`src/rtl/mem_wb_stage_if.sv`:
```
// Data-memory bus between the mem/wb stage and the data memory.
// One request is outstanding at a time; the master holds dm_req and every
// request field stable until the slave returns dm_ack. Read data is valid
// in the ack cycle.
//   master: dm_req, dm_we, dm_be, dm_addr, dm_wdata out; dm_ack, dm_rdata in
//   slave : the mirror image
interface mem_wb_stage_if;
    logic        dm_req;
    logic        dm_we;
    logic [3:0]  dm_be;
    logic [31:0] dm_addr;
    logic [31:0] dm_wdata;
    logic        dm_ack;
    logic [31:0] dm_rdata;

    modport master (output dm_req, dm_we, dm_be, dm_addr, dm_wdata,
                    input  dm_ack, dm_rdata);
    modport slave  (input  dm_req, dm_we, dm_be, dm_addr, dm_wdata,
                    output dm_ack, dm_rdata);
endinterface

```
`src/rtl/mem_wb_stage.sv`:
```
// Memory-access / writeback stage behind the registered ALU stage.
// Accepts one ALU result when idle, performs load/store through a
// single-outstanding data-memory handshake, and commits GPR, HI/LO and CP0
// writes, exceptions and branch-mispredict redirects. All outputs registered.
// Ports:
//   clk, reset           clock, synchronous active-high reset
//   ex_out_valid, alu_*  instruction from the ALU output registers
//   wb_allin             stage can accept an instruction this cycle
//   dm                   data-memory bus (master side)
//   rf_*, hi_we/lo_we/hilo_wdata, cp0_*   architectural write ports
//   redirect_*, flush_req, exc_*, eret_commit   control-flow outputs
//   retire_cnt           retired-instruction counter (wraps)
module mem_wb_stage (
    input  logic           clk,
    input  logic           reset,
    input  logic           ex_out_valid,
    input  logic [4:0]     alu_dest_addr,
    input  logic [31:0]    alu_pc,
    input  logic [5:0]     alu_op,
    input  logic [31:0]    alu_out,
    input  logic [31:0]    alu_out_wr,
    input  logic           alu_fu_ov,
    input  logic [4:0]     alu_exp_code,
    input  logic           alu_bp_result,
    output logic           wb_allin,
    mem_wb_stage_if.master dm,
    output logic           rf_we,
    output logic [4:0]     rf_waddr,
    output logic [31:0]    rf_wdata,
    output logic           hi_we,
    output logic           lo_we,
    output logic [31:0]    hilo_wdata,
    output logic           cp0_we,
    output logic [4:0]     cp0_waddr,
    output logic [31:0]    cp0_wdata,
    output logic           redirect_valid,
    output logic [31:0]    redirect_pc,
    output logic           flush_req,
    output logic           exc_valid,
    output logic [4:0]     exc_code,
    output logic [31:0]    exc_pc,
    output logic [31:0]    exc_badvaddr,
    output logic           eret_commit,
    output logic [31:0]    retire_cnt
);

    // Opcode encoding shared with the ALU stage.
    localparam logic [5:0] OP_ADD    = 6'd1,  OP_ADDI  = 6'd2,  OP_ADDU  = 6'd3,
                           OP_ADDIU  = 6'd4,  OP_SUB   = 6'd5,  OP_SUBU  = 6'd6,
                           OP_AND    = 6'd7,  OP_OR    = 6'd8,  OP_XOR   = 6'd9,
                           OP_NOR    = 6'd10, OP_SLL   = 6'd11, OP_SRL   = 6'd12,
                           OP_SRA    = 6'd13, OP_SLT   = 6'd14, OP_SLTU  = 6'd15,
                           OP_LUI    = 6'd16, OP_MFHI  = 6'd17, OP_MFLO  = 6'd18,
                           OP_MFC0   = 6'd19, OP_MTHI  = 6'd20, OP_MTLO  = 6'd21,
                           OP_MTC0   = 6'd22, OP_LB    = 6'd23, OP_LBU   = 6'd24,
                           OP_LH     = 6'd25, OP_LHU   = 6'd26, OP_LW    = 6'd27,
                           OP_SB     = 6'd28, OP_SH    = 6'd29, OP_SW    = 6'd30,
                           OP_BEQ    = 6'd31, OP_BNE   = 6'd32, OP_BGEZ  = 6'd33,
                           OP_BGTZ   = 6'd34, OP_BLEZ  = 6'd35, OP_BLTZ  = 6'd36,
                           OP_BGEZAL = 6'd37, OP_BLTZAL= 6'd38, OP_J     = 6'd39,
                           OP_JAL    = 6'd40, OP_JR    = 6'd41, OP_JALR  = 6'd42,
                           OP_ERET   = 6'd43, OP_ANDI  = 6'd45, OP_ORI   = 6'd46,
                           OP_XORI   = 6'd47, OP_SLTI  = 6'd48, OP_SLTIU = 6'd49,
                           OP_SLLV   = 6'd50, OP_SRLV  = 6'd51, OP_SRAV  = 6'd52;

    localparam logic [4:0] EXC_NO_EXC = 5'd0,
                           EXC_ADEL   = 5'd4,
                           EXC_ADES   = 5'd5,
                           EXC_OV     = 5'd12;

    typedef enum logic [0:0] {IDLE, MEM_WAIT} state_t;
    state_t state;

    // Decode of the incoming opcode.
    logic is_load, is_store, is_gpr, is_branch, is_ov_op, acc_half, acc_word;

    always_comb begin
        is_load   = 1'b0;
        is_store  = 1'b0;
        is_gpr    = 1'b0;
        is_branch = 1'b0;
        is_ov_op  = 1'b0;
        acc_half  = 1'b0;
        acc_word  = 1'b0;
        case (alu_op)
            OP_ADD, OP_ADDI, OP_SUB: begin
                is_gpr   = 1'b1;
                is_ov_op = 1'b1;
            end
            OP_ADDU, OP_ADDIU, OP_SUBU, OP_AND, OP_OR, OP_XOR, OP_NOR,
            OP_ANDI, OP_ORI, OP_XORI, OP_SLL, OP_SRL, OP_SRA, OP_SLLV,
            OP_SRLV, OP_SRAV, OP_SLT, OP_SLTU, OP_SLTI, OP_SLTIU, OP_LUI,
            OP_MFHI, OP_MFLO, OP_MFC0:
                is_gpr = 1'b1;
            OP_LB, OP_LBU:  is_load = 1'b1;
            OP_LH, OP_LHU: begin
                is_load  = 1'b1;
                acc_half = 1'b1;
            end
            OP_LW: begin
                is_load  = 1'b1;
                acc_word = 1'b1;
            end
            OP_SB: is_store = 1'b1;
            OP_SH: begin
                is_store = 1'b1;
                acc_half = 1'b1;
            end
            OP_SW: begin
                is_store = 1'b1;
                acc_word = 1'b1;
            end
            OP_BEQ, OP_BNE, OP_BGEZ, OP_BGTZ, OP_BLEZ, OP_BLTZ, OP_J, OP_JR,
            OP_ERET:
                is_branch = 1'b1;
            // Linking branches both write the link register and may redirect.
            OP_BGEZAL, OP_BLTZAL, OP_JAL, OP_JALR: begin
                is_branch = 1'b1;
                is_gpr    = 1'b1;
            end
            default: ;
        endcase
    end

    logic misaligned;
    assign misaligned = (acc_half && alu_out[0]) || (acc_word && (alu_out[1:0] != 2'b00));

    // Exception selection, highest priority first.
    logic        exc_hit;
    logic [4:0]  exc_sel;
    logic [31:0] exc_bad;

    always_comb begin
        exc_hit = 1'b1;
        exc_sel = alu_exp_code;
        exc_bad = 32'h0;
        if (alu_exp_code != EXC_NO_EXC) begin
            exc_sel = alu_exp_code;
        end else if (alu_fu_ov && is_ov_op) begin
            exc_sel = EXC_OV;
        end else if (is_load && misaligned) begin
            exc_sel = EXC_ADEL;
            exc_bad = alu_out;
        end else if (is_store && misaligned) begin
            exc_sel = EXC_ADES;
            exc_bad = alu_out;
        end else begin
            exc_hit = 1'b0;
            exc_sel = EXC_NO_EXC;
        end
    end

    // Store lane placement: narrow data is replicated across the word so the
    // byte enables alone pick the target lane.
    logic [3:0]  st_be;
    logic [31:0] st_wdata;

    always_comb begin
        st_be    = 4'b1111;
        st_wdata = alu_out_wr;
        case (alu_op)
            OP_SB: begin
                st_be    = 4'b0001 << alu_out[1:0];
                st_wdata = {4{alu_out_wr[7:0]}};
            end
            OP_SH: begin
                st_be    = alu_out[1] ? 4'b1100 : 4'b0011;
                st_wdata = {2{alu_out_wr[15:0]}};
            end
            default: ;
        endcase
    end

    // Load return path, using the access latched at issue.
    logic [5:0]  mem_op_q;
    logic [4:0]  mem_dest_q;
    logic [1:0]  mem_lo_q;
    logic        mem_load_q;
    logic [31:0] ld_shift, ld_ext;

    assign ld_shift = dm.dm_rdata >> {mem_lo_q, 3'b000};

    always_comb begin
        case (mem_op_q)
            OP_LB:   ld_ext = {{24{ld_shift[7]}}, ld_shift[7:0]};
            OP_LBU:  ld_ext = {24'h0, ld_shift[7:0]};
            OP_LH:   ld_ext = {{16{ld_shift[15]}}, ld_shift[15:0]};
            OP_LHU:  ld_ext = {16'h0, ld_shift[15:0]};
            default: ld_ext = ld_shift;
        endcase
    end

    always_ff @(posedge clk) begin
        if (reset) begin
            state          <= IDLE;
            wb_allin       <= 1'b1;
            dm.dm_req      <= 1'b0;
            dm.dm_we       <= 1'b0;
            dm.dm_be       <= 4'h0;
            dm.dm_addr     <= 32'h0;
            dm.dm_wdata    <= 32'h0;
            rf_we          <= 1'b0;
            rf_waddr       <= 5'h0;
            rf_wdata       <= 32'h0;
            hi_we          <= 1'b0;
            lo_we          <= 1'b0;
            hilo_wdata     <= 32'h0;
            cp0_we         <= 1'b0;
            cp0_waddr      <= 5'h0;
            cp0_wdata      <= 32'h0;
            redirect_valid <= 1'b0;
            redirect_pc    <= 32'h0;
            flush_req      <= 1'b0;
            exc_valid      <= 1'b0;
            exc_code       <= 5'h0;
            exc_pc         <= 32'h0;
            exc_badvaddr   <= 32'h0;
            eret_commit    <= 1'b0;
            retire_cnt     <= 32'h0;
            mem_op_q       <= 6'h0;
            mem_dest_q     <= 5'h0;
            mem_lo_q       <= 2'h0;
            mem_load_q     <= 1'b0;
        end else begin
            // Single-cycle pulses default low.
            rf_we          <= 1'b0;
            hi_we          <= 1'b0;
            lo_we          <= 1'b0;
            cp0_we         <= 1'b0;
            redirect_valid <= 1'b0;
            flush_req      <= 1'b0;
            exc_valid      <= 1'b0;
            eret_commit    <= 1'b0;
            case (state)
                IDLE: begin
                    if (ex_out_valid) begin
                        if (exc_hit) begin
                            exc_valid    <= 1'b1;
                            flush_req    <= 1'b1;
                            exc_code     <= exc_sel;
                            exc_pc       <= alu_pc;
                            exc_badvaddr <= exc_bad;
                        end else if (is_load || is_store) begin
                            dm.dm_req   <= 1'b1;
                            dm.dm_we    <= is_store;
                            dm.dm_be    <= is_store ? st_be : 4'b1111;
                            dm.dm_addr  <= {alu_out[31:2], 2'b00};
                            dm.dm_wdata <= is_store ? st_wdata : 32'h0;
                            mem_op_q    <= alu_op;
                            mem_dest_q  <= alu_dest_addr;
                            mem_lo_q    <= alu_out[1:0];
                            mem_load_q  <= is_load;
                            state       <= MEM_WAIT;
                            wb_allin    <= 1'b0;
                        end else begin
                            if (is_gpr) begin
                                rf_we    <= (alu_dest_addr != 5'd0);
                                rf_waddr <= alu_dest_addr;
                                rf_wdata <= alu_out;
                            end
                            if (alu_op == OP_MTHI) begin
                                hi_we      <= 1'b1;
                                hilo_wdata <= alu_out;
                            end
                            if (alu_op == OP_MTLO) begin
                                lo_we      <= 1'b1;
                                hilo_wdata <= alu_out;
                            end
                            if (alu_op == OP_MTC0) begin
                                cp0_we    <= 1'b1;
                                cp0_waddr <= alu_dest_addr;
                                cp0_wdata <= alu_out_wr;
                            end
                            if (is_branch && !alu_bp_result) begin
                                redirect_valid <= 1'b1;
                                flush_req      <= 1'b1;
                                redirect_pc    <= alu_out_wr;
                                eret_commit    <= (alu_op == OP_ERET);
                            end
                            retire_cnt <= retire_cnt + 32'd1;
                        end
                    end
                end
                MEM_WAIT: begin
                    // Request fields stay untouched until the ack.
                    if (dm.dm_ack) begin
                        dm.dm_req  <= 1'b0;
                        state      <= IDLE;
                        wb_allin   <= 1'b1;
                        retire_cnt <= retire_cnt + 32'd1;
                        if (mem_load_q) begin
                            rf_we    <= (mem_dest_q != 5'd0);
                            rf_waddr <= mem_dest_q;
                            rf_wdata <= ld_ext;
                        end
                    end
                end
                default: state <= IDLE;
            endcase
        end
    end

endmodule

```
`src/flat_wrapper.sv`:
```
// flat-port wrapper written by rule: the top's interface ports become plain ports
module mem_wb_stage_flat 
  (clk, reset, ex_out_valid, alu_dest_addr, alu_pc, alu_op, alu_out, alu_out_wr, alu_fu_ov, alu_exp_code, alu_bp_result, wb_allin, rf_we, rf_waddr, rf_wdata, hi_we, lo_we, hilo_wdata, cp0_we, cp0_waddr, cp0_wdata, redirect_valid, redirect_pc, flush_req, exc_valid, exc_code, exc_pc, exc_badvaddr, eret_commit, retire_cnt, dm_dm_req, dm_dm_we, dm_dm_be, dm_dm_addr, dm_dm_wdata, dm_dm_ack, dm_dm_rdata);
  mem_wb_stage_if dm_i ();
  input  logic clk;
  input  logic reset;
  input  logic ex_out_valid;
  input  logic [4:0] alu_dest_addr;
  input  logic [31:0] alu_pc;
  input  logic [5:0] alu_op;
  input  logic [31:0] alu_out;
  input  logic [31:0] alu_out_wr;
  input  logic alu_fu_ov;
  input  logic [4:0] alu_exp_code;
  input  logic alu_bp_result;
  output logic wb_allin;
  output logic rf_we;
  output logic [4:0] rf_waddr;
  output logic [31:0] rf_wdata;
  output logic hi_we;
  output logic lo_we;
  output logic [31:0] hilo_wdata;
  output logic cp0_we;
  output logic [4:0] cp0_waddr;
  output logic [31:0] cp0_wdata;
  output logic redirect_valid;
  output logic [31:0] redirect_pc;
  output logic flush_req;
  output logic exc_valid;
  output logic [4:0] exc_code;
  output logic [31:0] exc_pc;
  output logic [31:0] exc_badvaddr;
  output logic eret_commit;
  output logic [31:0] retire_cnt;
  output wire logic [$bits(dm_i.dm_req)-1:0] dm_dm_req;
  output wire logic [$bits(dm_i.dm_we)-1:0] dm_dm_we;
  output wire logic [$bits(dm_i.dm_be)-1:0] dm_dm_be;
  output wire logic [$bits(dm_i.dm_addr)-1:0] dm_dm_addr;
  output wire logic [$bits(dm_i.dm_wdata)-1:0] dm_dm_wdata;
  input wire logic [$bits(dm_i.dm_ack)-1:0] dm_dm_ack;
  input wire logic [$bits(dm_i.dm_rdata)-1:0] dm_dm_rdata;
  assign dm_dm_req = dm_i.dm_req;
  assign dm_dm_we = dm_i.dm_we;
  assign dm_dm_be = dm_i.dm_be;
  assign dm_dm_addr = dm_i.dm_addr;
  assign dm_dm_wdata = dm_i.dm_wdata;
  assign dm_i.dm_ack = dm_dm_ack;
  assign dm_i.dm_rdata = dm_dm_rdata;
  mem_wb_stage u_core (.clk(clk), .reset(reset), .ex_out_valid(ex_out_valid), .alu_dest_addr(alu_dest_addr), .alu_pc(alu_pc), .alu_op(alu_op), .alu_out(alu_out), .alu_out_wr(alu_out_wr), .alu_fu_ov(alu_fu_ov), .alu_exp_code(alu_exp_code), .alu_bp_result(alu_bp_result), .wb_allin(wb_allin), .dm(dm_i), .rf_we(rf_we), .rf_waddr(rf_waddr), .rf_wdata(rf_wdata), .hi_we(hi_we), .lo_we(lo_we), .hilo_wdata(hilo_wdata), .cp0_we(cp0_we), .cp0_waddr(cp0_waddr), .cp0_wdata(cp0_wdata), .redirect_valid(redirect_valid), .redirect_pc(redirect_pc), .flush_req(flush_req), .exc_valid(exc_valid), .exc_code(exc_code), .exc_pc(exc_pc), .exc_badvaddr(exc_badvaddr), .eret_commit(eret_commit), .retire_cnt(retire_cnt));
endmodule
```
`config.mk`:
```
export PLATFORM = sky130hd
export DESIGN_NAME = mem_wb_stage_flat
export DESIGN_NICKNAME = d
export VERILOG_FILES = /design/src/rtl/mem_wb_stage_if.sv /design/src/rtl/mem_wb_stage.sv /design/src/flat_wrapper.sv
export SDC_FILE = /design/constraint.sdc
export NUM_CORES = 1
export LEC_CHECK = 0
export ABC_AREA = 1
export CORE_MARGIN = 5
export CORE_UTILIZATION = 45
export CTS_CLUSTER_SIZE = 16
export DETAILED_ROUTE_END_ITERATION = 8
export PLACE_DENSITY_LB_ADDON = 0.05
export SYNTH_ARGS = -nofsm -noshare
export SYNTH_HDL_FRONTEND = slang
export SYNTH_SLANG_ARGS = --single-unit
```
`constraint.sdc`:
```
create_clock -name clk -period 5.4 [get_ports clk]
set_clock_uncertainty 0.05 [all_clocks]
set_input_delay 0.81 -clock clk [delete_from_list [all_inputs] [get_ports clk]]
set_output_delay 0.81 -clock clk [all_outputs]
set_load 0.03 [all_outputs]
```
; Word level (Yosys, flattened, before mapping)
; Index checks and enable logic that the tools add are counted.
[totals]
reg_bits = 331
in_bits = 150
out_inout_bits = 318
word_cells = 207
[classes]
add_sub_neg = 1
n_eq_ne = 62
n_shift = 2
muxes = 75
n_bitwise = 5
n_reduce_logical = 33
[ops]
columns = op, count
row1 = two-way mux 32 bit, 17
row2 = one-hot mux 32 bit (2 select lines), 3
row3 = one-hot mux 32 bit (4 select lines), 1
row4 = "== test 6 x 5 -> 1 bit, second input constant", 20
row5 = "== test 6 bit, second input constant", 20
row6 = "== test 6 x 4 -> 1 bit, second input constant", 8
row7 = two-way mux 5 bit, 9
row8 = two-way mux 1 bit, 36
row9 = "adder 32 x 1 -> 32 bit, second input constant", 1
row10 = right shift 32 x 5 -> 32 bit, 1
row11 = OR reduction 31 bit, 1
row12 = "== test 6 x 3 -> 1 bit, second input constant", 4
row13 = AND reduction 5 bit, 3
row14 = nonzero test 5 bit, 3
row15 = OR reduction 13 bit, 1
row16 = "== test 6 x 2 -> 1 bit, second input constant", 2
row17 = AND reduction 4 bit, 3
row18 = OR reduction 3 bit, 4
row19 = "inequality test 2 bit, second input constant", 5
row20 = one-hot mux 5 bit (2 select lines), 1
row21 = OR reduction 5 bit, 2
row22 = two-way mux 4 bit, 2
row23 = one-hot mux 1 bit (2 select lines), 4
row24 = one-hot mux 4 bit (2 select lines), 1
row25 = other kinds (14), 26

; Logic depth before layout (Yosys ltp)
; Gate-level depths: netlist of run 1.
[logic_depth]
ltp_word = 13
mapped_depth = 15
ltp_nobuf = 13

; Worst setup path after synthesis of run 1
; No wires, ideal clock.
[synth_path]
path_type = input -> register
startpoint = input port alu_op[2]
endpoint = register u_core.hilo_wdata[13]
setup_time_ns = 0.113
t_arrival_ns = 2.185
required_time_ns = 5.237
setup_slack_ns = 3.052
stages = 14
n_path_buf = 3
path_cell_list = buf_2 > nand2_2 > nor2_4 > nand2_1 > nand2_1 > nand2_1 > nand2_2 > nor2_2 > buf_6 > nand3_4 > buf_2 > nand2_1 > nand2_1 > nor2_1
[synth_via]
elab_chain_len = 12
word_cells_on_any_way = 39
classes_between = eq/ne: 13 / mux: 10 / bitwise: 2 / reduce/logical: 14
[synth_rtl]
columns = element, line_no
row1 = from (decl), flat_wrapper.sv:10  ; input logic [5:0] alu_op;
row2 = == test 6 x 5 -> 1 bit, mem_wb_stage.sv:85  ; case (alu_op)
row3 = OR reduction 3 bit (no line) or OR reduction 2 bit (tied branches), n/a
row4 = two-way mux 1 bit, mem_wb_stage.sv:85
row5 = logical AND 1 bit, mem_wb_stage.sv:126  ; assign misaligned = (acc_half && alu_out[0]) || (acc_word && (alu_out[1:0] != 2'b00));
row6 = logical OR 1 bit, mem_wb_stage.sv:126
row7 = logical AND 1 bit, mem_wb_stage.sv:144  ; end else if (is_store && misaligned) begin
row8 = two-way mux 1 bit, mem_wb_stage.sv:144
row9 = two-way mux 1 bit, mem_wb_stage.sv:141  ; end else if (is_load && misaligned) begin
row10 = two-way mux 1 bit, mem_wb_stage.sv:139  ; end else if (alu_fu_ov && is_ov_op) begin
row11 = two-way mux 1 bit, mem_wb_stage.sv:137  ; if (alu_exp_code != EXC_NO_EXC) begin
row12 = inverter 1 bit (no line), n/a
row13 = AND reduction 5 bit (no line), n/a
row14 = to (signal assigned), mem_wb_stage.sv:263  ; hilo_wdata <= alu_out;
row15 = to (signal assigned), mem_wb_stage.sv:267  ; hilo_wdata <= alu_out;
row16 = to (decl), mem_wb_stage.sv:32  ; output logic [31:0] hilo_wdata,
; Several ways; a longest one is shown, not always the timed one.
; A chain may end at the register's enable or synchronous reset.

; Worst setup path after layout of run 1
[layout_path]
startpoint = input port alu_op[2]
endpoint = register u_core.rf_wdata[20]
[layout_via]
elab_chain_len = 12
word_cells_on_any_way = 66
classes_between = eq/ne: 42 / mux: 10 / reduce/logical: 14
[layout_rtl]
columns = element, line_no
row1 = == test 6 x 5 -> 1 bit, mem_wb_stage.sv:85
row2 = OR reduction 3 bit (no line) or OR reduction 2 bit (tied branches), n/a
row3 = two-way mux 1 bit, mem_wb_stage.sv:85
row4 = logical AND 1 bit, mem_wb_stage.sv:126
row5 = logical OR 1 bit, mem_wb_stage.sv:126
row6 = logical AND 1 bit, mem_wb_stage.sv:144
row7 = two-way mux 1 bit, mem_wb_stage.sv:144
row8 = two-way mux 1 bit, mem_wb_stage.sv:141
row9 = two-way mux 1 bit, mem_wb_stage.sv:139
row10 = two-way mux 1 bit, mem_wb_stage.sv:137
row11 = inequality test 2 bit (no line), n/a
row12 = AND reduction 6 bit (no line) (*), n/a
row13 = to (signal assigned), mem_wb_stage.sv:259  ; rf_wdata <= alu_out;
row14 = to (signal assigned), mem_wb_stage.sv:294  ; rf_wdata <= ld_ext;
row15 = to (decl), mem_wb_stage.sv:29  ; output logic [31:0] rf_wdata,
; Mark *: on every way between the ends. The rest lies on a longest branch, timed or not.

==> results of run 1 <==
placed cells by master, fill, tap and decap left out, types with 4 or more instances in the layout:
cell / n
clkbuf_16: 37
clkbuf_8: 16
diode_2: 4
or2_2: 26
nor3_1: 25
nand2_1: 423
inv_2: 10
nor2_1: 546
xor2_1: 14
nor2_2: 5
clkdlybuf4s50_1: 464
buf_4: 15
o21ai_1: 17
nand3_1: 172
nand3b_1: 4
dfxtp_1: 331
a21oi_1: 103
nand4_1: 41
nand2_2: 8
o211ai_1: 7
o21ai_0: 189
clkbuf_1: 5
inv_1: 120
sequential cells by signal, indices dropped and copies added, names as in the netlist, 6 cells and up:
signal	flops
u_core.cp0_wdata	32
u_core.dm.dm_wdata	32
u_core.exc_badvaddr	32
u_core.exc_pc	32
u_core.hilo_wdata	32
u_core.redirect_pc	32
u_core.retire_cnt	32
u_core.rf_wdata	32
u_core.dm.dm_addr	30
u_core.mem_op_q	6
worst paths after layout:
| check | slack [ns] | start | end | cells after the start |
|---|---|---|---|---|
| hold reg to reg | 0.41 | u_core.exc_badvaddr[23] | u_core.exc_badvaddr[23] | 2 |
| setup reg to reg | 1.82 | u_core.state | u_core.redirect_pc[19] | 11 |
| hold / removal | 0.41 | u_core.exc_badvaddr[23] | u_core.exc_badvaddr[23] | 2 |
| setup / recovery | 1.55 | alu_op[2] | u_core.rf_wdata[20] | 12 |
per-layer routing:
layer  share of wire (%)  wire (um)
met3                 9.2       5210
met2                  46      26200
met5               0.035         20
met4                 3.9       2240
met1                  41      23000
synthesized netlist by cell type (13+ instances only):
cell,number
a21oi_1,103
buf_2,42
buf_4,13
clkbuf_1,80
dfxtp_1,331
inv_1,121
nand2_1,424
nand3_1,172
nand4_1,41
nor2_1,547
nor3_1,25
o21ai_0,189
o21ai_1,17
or2_2,26
xor2_1,14
power by group through the flow:
stage,clock (mW),combinational (mW),sequential [mW]
3_3_place_gp,0,0.479,2.53
2_1_floorplan,0,0.183,2.58
3_5_place_dp,0,0.481,2.53
4_1_cts,2.62,0.484,2.48
6_report,2.57,0.486,2.48
5_1_grt,2.72,0.525,2.48
cells by family after synthesis:
| logic type | count (synthesis) | share of synthesized area [%] |
|---|---|---|
| compound gates | 323 | 11.1 |
| flops | 331 | 44.6 |
| simple gates | 1260 | 35.4 |
| xor+xnor | 16 | 0.944 |
| fa+ha+maj | 1 | 0.0842 |
| buf+inv | 275 | 7.84 |
| other cells | 1 | 0.0253 |
tightest hold or removal path: stages, from the launching register on:
cell	delay, ns
dfxtp_1	0.31
nand2_1	0.06
a21oi_1	0.05
cell type report:
class / instances / area (um^2)
Multi-Input combinational cell: 1602 / 7080
Tap cell: 442 / 553
Timing Repair Buffer: 479 / 4760
Antenna cell: 4 / 10.0
Clock inverter: 6 / 83.8
Sequential cell: 331 / 6630
Inverter: 134 / 508
Fill cell: 3051 / 11800
Clock buffer: 58 / 1160
==> reports/results.ini, run 1 <==
[timing]
rsz0062_at_grt=false
drv_slew=0
setup_viol_count_final=0
period_needed_ns=3.85
post-route-period-util_pct=71.3
maxSlewHeadroom_pct=23.2
hold_viol=0
hold-worst-slack_ns=0.414
tightest_slew_ns=1.15
tns_ns=0
fmax_mhz=260
setup_ws_ns=1.55

[yosys]
synth_top_area_share_pct=44.6
synthFlopType=dfxtp_1
yosysUniqueCellTypes=38
synth-edff-count=0
avgSynthCellArea_um2=6.73
synth_area_leaders=dfxtp_1 45%, nor2_1 14%, nand2_1 11%
yosysSeqAreaShare_pct=44.6
yosysWarnings=0
ys_ff_latch=331
syn_area_um2=14900
synth_cells=2207
synthArstFlopShare_pct=0
synth_top_area_cell=dfxtp_1

[global_route]
grtUsageMet3_pct=8.49
grt_overflow=0
grt_pass1_vias=15000
grt_pass1_wl_um=86000
grt-busiest-layer=met2
grt.total_usage_pct=29.3
use_met2_pct=47.9
grt_antenna_before_repair=4
grt_util_met1_pct=37.0
grt_max_degree=169

[floorplan]
dieWidth_um=192
initial_utilization_pct=45.6
die_y_um=192
ios=468
num_rows=66
die-area_um2=36700
core_area_um2=32500

[pwr]
leakagePower_nw=8.30
p_seq_share_pct=44.8
powerDensity_nw_per_um2=267
p_total_mw=5.54
swShare_pct=23.5
p_clk_share_pct=46.4
switchingPower_mw=1.30
ir_drop_mv=0.186
combPwrFrac_pct=8.8
p_int_mw=4.24

[route]
drc=0
via_per_inst=5.22
drtIter0Drc=1203
detailedRoute.firstPassIterationCount=5
routedWlPerCell_um=18.5
final_antenna_net_count=0
route.vias.total=15900
routed_wl_um=56700

[outcome]
status=complete, no violations

[setup_path]
cp.arrival_ns=4.26
crit_slowest_cell=clkdlybuf4s50_1
critical_path_class=input port to flip-flop
slowest_delay_ns=0.69
path_max_fanout=52
crit_path_cell_trace=clkdlybuf4s50_1, nand2_2, nor2_2, nand2_2, nand3_2, nor2_2, nand2_1, nand2_2, buf_4, nand3_1, nand2_1, nor2_1
crit_family=simple AND/OR/NAND/NOR gates
cp-end-kind=flip-flop
crit_required_ns=5.81
cpMostUsedCell=nand2_2
cp.buffers_inverters=2
critPathLaunchType=input port

[clock_network]
clockBufferDepth=3
cts_made_buffers=37
root_buffer=clkbuf_16
clock_sinks=331
ctsHoldBuffers=0
htreeDepth=2
ctsResizeCount=0
clk_pin_slew_ns=0.06
cts_tree=yes
clk_latency_ns=0.51
post_cts_buffers=0

[place]
dp.final_hpwl_um=40300
place_inst=2988
place_ws_ns=1.06
post_dp_cell_area_um2=19500
gp_routability_congestion=0.922
port_buffers=465

[cells_and_area]
utilization_pct=63.9
final_cell_count_no_fill=3056
design_area_um2=20800
final_nets=2736
area_delta_synth_final_pct=39.9
drive_gt1_share_pct=5.02

[run]
maxCapViolations=0

[min_path]
worstHoldPathType=flip-flop to flip-flop

Power figures use the tool's default switching activity.
==> run 2: changes to the inputs <==
Settings changed: CORE_UTILIZATION 45 to 42.
Clock period 5.4 ns to 3.2 ns, I/O delays scaled along.
==> run 2 against run 1 <==
Against the previous run:
- power rose by 69%
- critical path depth fell by 1
- clock-buffer cell count unchanged
- final area up 1.7%
- via count grew 0.14%
- register-to-register slack worse by 1.0 ns
- die area rose by 6.8%
- critical path type unchanged
- largest power group unchanged
- highest routed layer unchanged
==> reports/results.ini, run 2 (synthesis results as in run 1) <==
[setup_path]
cpMostUsedCell=nand2_1
cp-end-kind=flip-flop
cp.arrival_ns=3.02  ; -1.24 ns
crit_slowest_cell=clkdlybuf4s50_1
critical_path_class=input port to flip-flop
critPathLaunchType=input port
path_max_fanout=44  ; -15%
slowest_delay_ns=0.73  ; +0.04 ns
crit_family=buffers and inverters
cp.buffers_inverters=2  ; unchanged
crit_path_cell_trace=clkdlybuf4s50_1, nor2_1, nand3_1, nand2_1, nand2_1, nand2_1, nor2_4, nand2_4, inv_2, o21ai_0, nor2_1
crit_required_ns=3.61  ; -2.20 ns

[global_route]
grt_antenna_before_repair=7  ; +3
grt.total_usage_pct=28.1  ; -1.2 points
grt_max_degree=91  ; -46%
grt_overflow=0  ; unchanged
grt_pass1_vias=15100  ; +0.45%
grt_pass1_wl_um=88200  ; +2.6%

[timing]
hold-worst-slack_ns=0.341  ; -0.0729 ns
setup_ws_ns=0.590  ; -0.958 ns
maxSlewHeadroom_pct=45.4  ; +22 points
tns_ns=0  ; unchanged
hold_viol=0  ; unchanged
tightest_slew_ns=0.819  ; -0.333 ns
fmax_mhz=383
drv_slew=0  ; unchanged
period_needed_ns=2.61
setup_viol_count_final=0  ; unchanged
rsz0062_at_grt=false
post-route-period-util_pct=81.6

[clock_network]
clock_sinks=331  ; unchanged
cts_made_buffers=37  ; unchanged
cts_tree=yes
ctsHoldBuffers=0  ; unchanged
clk_pin_slew_ns=0.06  ; about the same
post_cts_buffers=0  ; unchanged
root_buffer=clkbuf_16
clk_latency_ns=0.53  ; +0.02 ns
htreeDepth=2  ; unchanged
ctsResizeCount=0  ; unchanged
clockBufferDepth=3  ; unchanged

[cells_and_area]
mostFrequentLayoutCell=nor2_1
seq_area_um2=6630  ; unchanged
area_delta_synth_final_pct=42.3
final_nets=2759  ; +0.84%
drive_gt1_share_pct=5.73  ; +0.71 points
design_area_um2=21100  ; +1.7%
most-common-layout-cells=546 x nor2_1, 464 x clkdlybuf4s50_1, 423 x nand2_1
multi_input_area_um2=7080  ; unchanged
nFillCells=3328  ; +9.1%

[place]
post_dp_cell_area_um2=19900  ; +1.8%
dp.final_hpwl_um=42600  ; +5.6%
port_buffers=465  ; unchanged
gp_routability_congestion=0.907  ; -1.6%
place_ws_ns=0.110  ; -0.954 ns

[route]
detailedRoute.firstPassIterationCount=5  ; unchanged
final_antenna_net_count=0  ; unchanged
routedWlPerCell_um=18.7  ; +0.54%
drtIter0Drc=1008  ; -16%
drc=0  ; unchanged
via_per_inst=5.16  ; -1.1%
routed_wl_um=57700  ; +1.8%
route.vias.total=16000  ; +0.14%

[floorplan]
dieWidth_um=198  ; +3.3%
initial_utilization_pct=42.8  ; -2.9 points
num_rows=68  ; +3.0%
core_area_um2=34700  ; +6.7%
ios=468  ; unchanged
die-area_um2=39200  ; +6.8%
die_y_um=198  ; +3.3%

[pwr]
powerDensity_nw_per_um2=444  ; +66%
ir_drop_mv=0.463  ; +150%
leakagePower_nw=8.46  ; +1.9%
p_total_mw=9.37  ; +69%

[outcome]
status=complete, no violations

[min_path]
worstHoldPathType=input port to flip-flop

[run]
maxCapViolations=0  ; unchanged

## run 2: cell count changes in the layout (fill, tap and decap cells not counted), sizes merged
cell and delta:
buf +23, clkinvlp +1, inv +1, diode +1
## run 2: path summary, 6_finish.rpt
| kind | startpoint | to | slack (ns) | cells after the start |
|---|---|---|---|---|
| worst max-delay path | alu_op[2] | u_core.dm.dm_addr[12] | 0.59 | 11 |
| worst min-delay path | reset | u_core.exc_valid | 0.34 | 2 |
| worst max register to register | u_core.mem_lo_q[1] | u_core.rf_wdata[18] | 0.80 | 9 |
| worst min register to register | u_core.exc_code[0] | u_core.exc_code[0] | 0.41 | 2 |
## run 2: layout make-up
cell class | count | area share [%]
Inverter | 134 | 2.40
Multi-Input combinational cell | 1602 | 33.5
Tap cell | 455 | 2.69
Sequential cell | 331 | 31.4
Timing Repair Buffer | 502 | 24.1
Clock inverter | 8 | 0.486
Clock buffer | 58 | 5.38
Antenna cell | 5 | 0.0592
## run 2: per-stage QoR
stage | util, % | std cells
final | 60.9 | 3095
after global routing | 60.9 | 3094
after CTS | 60.8 | 3090
after detailed placement | 57.3 | 3024
after global placement | 57.3 | 3024
after floorplan | - | 2208
## run 2: power by group
part	switching (mW)	total (mW)	internal [mW]
clock	1.73	4.34	2.61
sequential	0.0213	4.19	4.16
combinational	0.492	0.843	0.352
total	2.25	9.37	7.13
## run 2: layer usage
layer  share of wire, %  up-vias  GRT usage (%)
met2                 46      579           46.0
met3                8.1      107           7.28
met5              0.087        -              0
met1                 42     7419           36.0
li1                   -     7853              -
met4                3.4        6           10.0
